### src/rtl/pipelined_barrel_shifter.sv
// Pipelined barrel shifter: one registered stage per shift-amount bit, global stall.
// Define BARREL_SHIFTER_ROTATE_EN to turn mode 11 into rotate right; otherwise it behaves as LSR.

module pipelined_barrel_shifter_stage #(
  parameter int WIDTH = 8,
  parameter int SHW   = 3,
  parameter int K     = 0
) (
  input  logic             clk,
  input  logic             rst_n,
  input  logic             en,
  input  logic             prev_valid,
  input  logic [WIDTH-1:0] prev_data,
  input  logic [SHW-1:0]   prev_shamt,
  input  logic [1:0]       prev_mode,
  output logic             valid,
  output logic [WIDTH-1:0] data,
  output logic [SHW-1:0]   shamt,
  output logic [1:0]       mode
);
  localparam int D = 1 << K;

  logic [WIDTH-1:0] shifted;

  // ASR fill uses the current MSB: earlier ASR stages preserve the original sign.
  always_comb begin
    shifted = prev_data;
    if (prev_shamt[K]) begin
      case (prev_mode)
        2'b00:   shifted = {prev_data[WIDTH-1-D:0], {D{1'b0}}};
        2'b10:   shifted = {{D{prev_data[WIDTH-1]}}, prev_data[WIDTH-1:D]};
`ifdef BARREL_SHIFTER_ROTATE_EN
        2'b11:   shifted = {prev_data[D-1:0], prev_data[WIDTH-1:D]};
`endif
        default: shifted = {{D{1'b0}}, prev_data[WIDTH-1:D]};
      endcase
    end
  end

  always_ff @(posedge clk or negedge rst_n) begin
    if (!rst_n) begin
      valid <= 1'b0;
      data  <= '0;
      shamt <= '0;
      mode  <= '0;
    end else if (en) begin
      valid <= prev_valid;
      data  <= shifted;
      shamt <= prev_shamt;
      mode  <= prev_mode;
    end
  end
endmodule

module pipelined_barrel_shifter #(
  parameter  int WIDTH = 8,
  localparam int SHW   = $clog2(WIDTH)
) (
  input  logic             clk,
  input  logic             rst_n,
  input  logic             in_valid,
  output logic             in_ready,
  input  logic [WIDTH-1:0] in_data,
  input  logic [SHW-1:0]   in_shamt,
  input  logic [1:0]       in_mode,
  output logic             out_valid,
  input  logic             out_ready,
  output logic [WIDTH-1:0] out_data,
  output logic             out_zero
);
  logic [SHW:0]            vld_pipe;
  logic [SHW:0][WIDTH-1:0] data_pipe;
  logic [SHW:0][SHW-1:0]   shamt_pipe;
  logic [SHW:0][1:0]       mode_pipe;
  logic                    stall;
  logic                    unused_side;

  // Index 0 is the unregistered input; index k+1 is the register of stage k.
  assign vld_pipe[0]   = in_valid;
  assign data_pipe[0]  = in_data;
  assign shamt_pipe[0] = in_shamt;
  assign mode_pipe[0]  = in_mode;

  assign stall    = vld_pipe[SHW] && !out_ready;
  assign in_ready = !stall;

  for (genvar k = 0; k < SHW; k++) begin : g_stage
    pipelined_barrel_shifter_stage #(
      .WIDTH(WIDTH),
      .SHW  (SHW),
      .K    (k)
    ) u_stage (
      .clk       (clk),
      .rst_n     (rst_n),
      .en        (!stall),
      .prev_valid(vld_pipe[k]),
      .prev_data (data_pipe[k]),
      .prev_shamt(shamt_pipe[k]),
      .prev_mode (mode_pipe[k]),
      .valid     (vld_pipe[k+1]),
      .data      (data_pipe[k+1]),
      .shamt     (shamt_pipe[k+1]),
      .mode      (mode_pipe[k+1])
    );
  end

  // Sideband leaving the last stage has no consumer.
  assign unused_side = ^{shamt_pipe[SHW], mode_pipe[SHW]};

  assign out_valid = vld_pipe[SHW];
  assign out_data  = data_pipe[SHW];
  assign out_zero  = vld_pipe[SHW] && (data_pipe[SHW] == '0);
endmodule

### config.mk
export PLATFORM = sky130hd
export DESIGN_NAME = pipelined_barrel_shifter
export DESIGN_NICKNAME = d
export VERILOG_FILES = /design/src/rtl/pipelined_barrel_shifter.sv
export SDC_FILE = /design/constraint.sdc
export NUM_CORES = 1
export LEC_CHECK = 0
export ABC_CLOCK_PERIOD_IN_PS = 1300
export BUFFER_PORTS_ARGS = -buffer_cell sky130_fd_sc_hd__buf_2
export CORE_MARGIN = 2
export CORE_UTILIZATION = 45
export DETAILED_ROUTE_END_ITERATION = 16
export HOLD_SLACK_MARGIN = 0.1
export PLACE_DENSITY = 0.66
export SYNTH_ARGS = -nofsm -noshare
export SYNTH_HDL_FRONTEND = slang
export SYNTH_SLANG_ARGS = --single-unit
### constraint.sdc
create_clock -name clk -period 1.3 [get_ports clk]
set_input_delay 0.13 -clock clk [delete_from_list [all_inputs] [get_ports clk]]
set_output_delay 0.13 -clock clk [all_outputs]
set_load 0.01 [all_outputs]
==> out/results.txt <==
sequential-to-total area share from yosys stat: 46.74%
Core Area: 3943 um2
cell count after placement: 274
fmax: 613.0 MHz
min-delay src: in_data[3]
Clk Latency, worst-skew pair: 0.29 ns
vias in the first global route: 1387
Tot GR Track Use: 17.73%
row count: 23
Root Buffer: clkbuf_8
post-synthesis cell type count: 29
Initial DRT Pass Iterations: 4
final-layout fill cell count: 377
Avg Cell Area, Syn: 8.752 um2
DP Wirelength: 2522 um
kind of critical path: flip-flop to primary output
Via density: 5.253
DRC violations left: 0
post-route ant nets: 0
footprint of the multi-input gates: 800.8 um2
Tightest Pin Transition: 0.4045 ns
IO Port Bufs: 27
YS warnings: 0
hold path cells: 3
worst path bufs/invs: 1
Slew headroom: 73.03%
# setup viols final: 1
Die H: 67.61 um
first-pass GRT wire length: 6030 um
vias post-DR: 1539
R2R depth: 5
slowest stage delay, CP: 0.54 ns
CTS buffer count: 5
Longest Clk Path Bufs: 2
Min-Delay Path Class: input pin to flip-flop
cell area after synthesis: 1820 um2
Worst Path Arrival: 1.50 ns
# IOs: 28
n_diodes: 0
outcome: finished, violations left
drt wl/cell: 12.82 um
Post-layout nets: 259
Power Density: 1999 nW/um2
Req. time, crit path: 1.17 ns
Tmin final: 1.631 ns
Die ar.: 4570 um2
GRT overflow: 0
number of synthesized register bits: 34
initial antenna violation count: 0
post-synthesis net count: 225
Syn Inst Count: 208
failing checks: negative setup slack
CTS tree: built
chip width: 67.61 um
Reg clk slew, reported paths: 0.07 ns
Hold Path Sink: g_stage[0].u_stage.data[3]
crit path max fanout: 2
DR iter-0 viols: 105
final worst slack: -0.3312 ns
GP Congestion: 0.8365
CP Cell Sequence: or4_4, nor4_4, buf_2
Cell Area, Placed: 1999 um2
Tcrit/Tclk final: 125.5%
slowest stage cell on the critical path: or4_4
Total Wirelength: 3755 um
CP Capture Type: primary output
Crit path max-delay family: simple AND/OR/NAND/NOR gates
max-cap violation count: 0
crit path from: g_stage[2].u_stage.data[4]
area grow syn2layout: 23.37%
post-route design area: 2246 um2
final-report hold violation count: 0
pin count of the biggest net entering global routing: 29
R2R Path Start: g_stage[2].u_stage.valid
layout cells sized above 1: 26.34%
Pleak: 1.058 nW
clock skew: 0.007867 ns
peak supply drop: 781.7 uV
Storage cell area: 852.1 um2
initial core utilization: 46.18%
Final Non-Filler Cells: 293
Max Transition Viols Final: 0
Worst R2R End: g_stage[0].u_stage.data[0]
CTS sink count: 34
R2R Setup Slk: 0.03 ns
H-tree levels: 2
RSZ-0062 raised after global routing: yes
Startpoint Class: flip-flop
power by group:
| part | total, mW | switching (mW) | internal (mW) | leakage, nW |
|---|---|---|---|---|
| combinational | 1.66 | 0.803 | 0.861 | 0.594 |
| clock | 0.950 | 0.387 | 0.564 | 0.0579 |
| sequential | 1.87 | 0.406 | 1.47 | 0.406 |
| total | 4.49 | 1.60 | 2.89 | 1.06 |
tightest hold or removal path, delay by kind of cell:
kind                   cells  cell delay [ns]
buffers and inverters      1             0.09
AO/OA/AOI/OAI              2             0.16
per-layer routing:
layer | vias to the layer above | global-route usage [%] | share of wire [%]
met5 | - | 0 | 0
met4 | 0 | 5.867 | 1.2
met3 | 4 | 6.000 | 4.6
met2 | 39 | 31.50 | 52
met1 | 711 | 19.70 | 42
li1 | 785 | - | -
cells in the mapped netlist:
master	instances	area, um2
nand2_1	44	165.2
o21ai_0	36	180.2
dfrtp_1	34	850.8
inv_1	13	48.80
buf_4	11	82.58
o311a_1	10	100.1
buf_2	9	45.04
nor2_1	6	22.52
a211oi_1	4	30.03
a31oi_1	4	25.02
nor2b_1	4	25.02
nor3_1	4	20.02
o22ai_1	4	25.02
mux2_2	3	33.78
nand3b_1	3	22.52
o211ai_1	3	22.52
a21oi_1	2	10.01
clkbuf_1	2	7.510
o22a_1	2	17.52
a2bb2oi_1	1	8.760
and3_1	1	6.260
inv_2	1	3.750
mux2i_1	1	10.01
nand2b_1	1	6.260
nor2b_4	1	13.76
nor3b_1	1	7.510
nor4_2	1	12.51
or2_2	1	6.260
or4_4	1	11.26
logic make-up after synthesis:
group	Yosys count	share of synthesized area, %
simple gates	68	17.53
flops	34	46.74
compound gates	66	23.02
mux	4	2.405
buf+inv	36	10.31
area by class of cell:
type | instances | area share, %
clock buffer | 5 | 3.064
tap | 50 | 2.786
timing repair buffer | 49 | 16.32
clock inverter | 3 | 1.783
multi-input combinational | 138 | 35.65
sequential | 34 | 37.94
inverter | 14 | 2.451
metrics by stage:
step	total power [mW]	utilization (%)	hold WS (ns)	worst slack (ns)	TNS, ns
final	4.488	56.97	0.1383	-0.3312	-0.3312
after global routing	4.865	56.97	0.1716	-0.4025	-0.5382
after CTS	4.360	54.97	0.1345	-0.3476	-0.3476
after detailed placement	3.360	50.71	0.06470	-0.09685	-0.09685
after global placement	3.314	50.71	0.06636	-0.08305	-0.08305
after floorplan	2.958	-	-0.1656	0.00004374	0
flip-flops by register name, indices dropped and copies added (netlist names):
register	flops
g_stage.u_stage.shamt	3
g_stage.u_stage.mode	4
g_stage.u_stage.valid	3
g_stage.u_stage.data	24
cells in the final DEF (no fill, tap or decap), types with 4 or more instances in the layout:
master,n
a31oi_1,4
buf_2,26
buf_4,13
clkbuf_8,5
dfrtp_1,33
dlygate4sd3_1,4
inv_1,13
nand2_1,44
nor2_1,6
nor2b_1,4
nor3_1,4
o21ai_0,36
o22ai_1,4
o311a_1,10
worst max path at each step:
stage / end / depth (start not counted)
after CTS: out_zero / 3
after global routing: out_zero / 3
after global placement: out_zero / 3
after floorplan: out_zero / 2
final: out_zero / 3
after detailed placement: out_zero / 3
repair_timing:
action | CTS | global route
setup buffers | 2 | 4
gates cloned | 0 | 1
endpoints found under the setup margin | 2 | 8
gates resized for setup | 1 | 9
pin swaps | 2 | 1
hold buffers | 4 | 0
hold endpoints to repair | 37 | 0
Note: power is estimated with default switching activity, not from simulation.
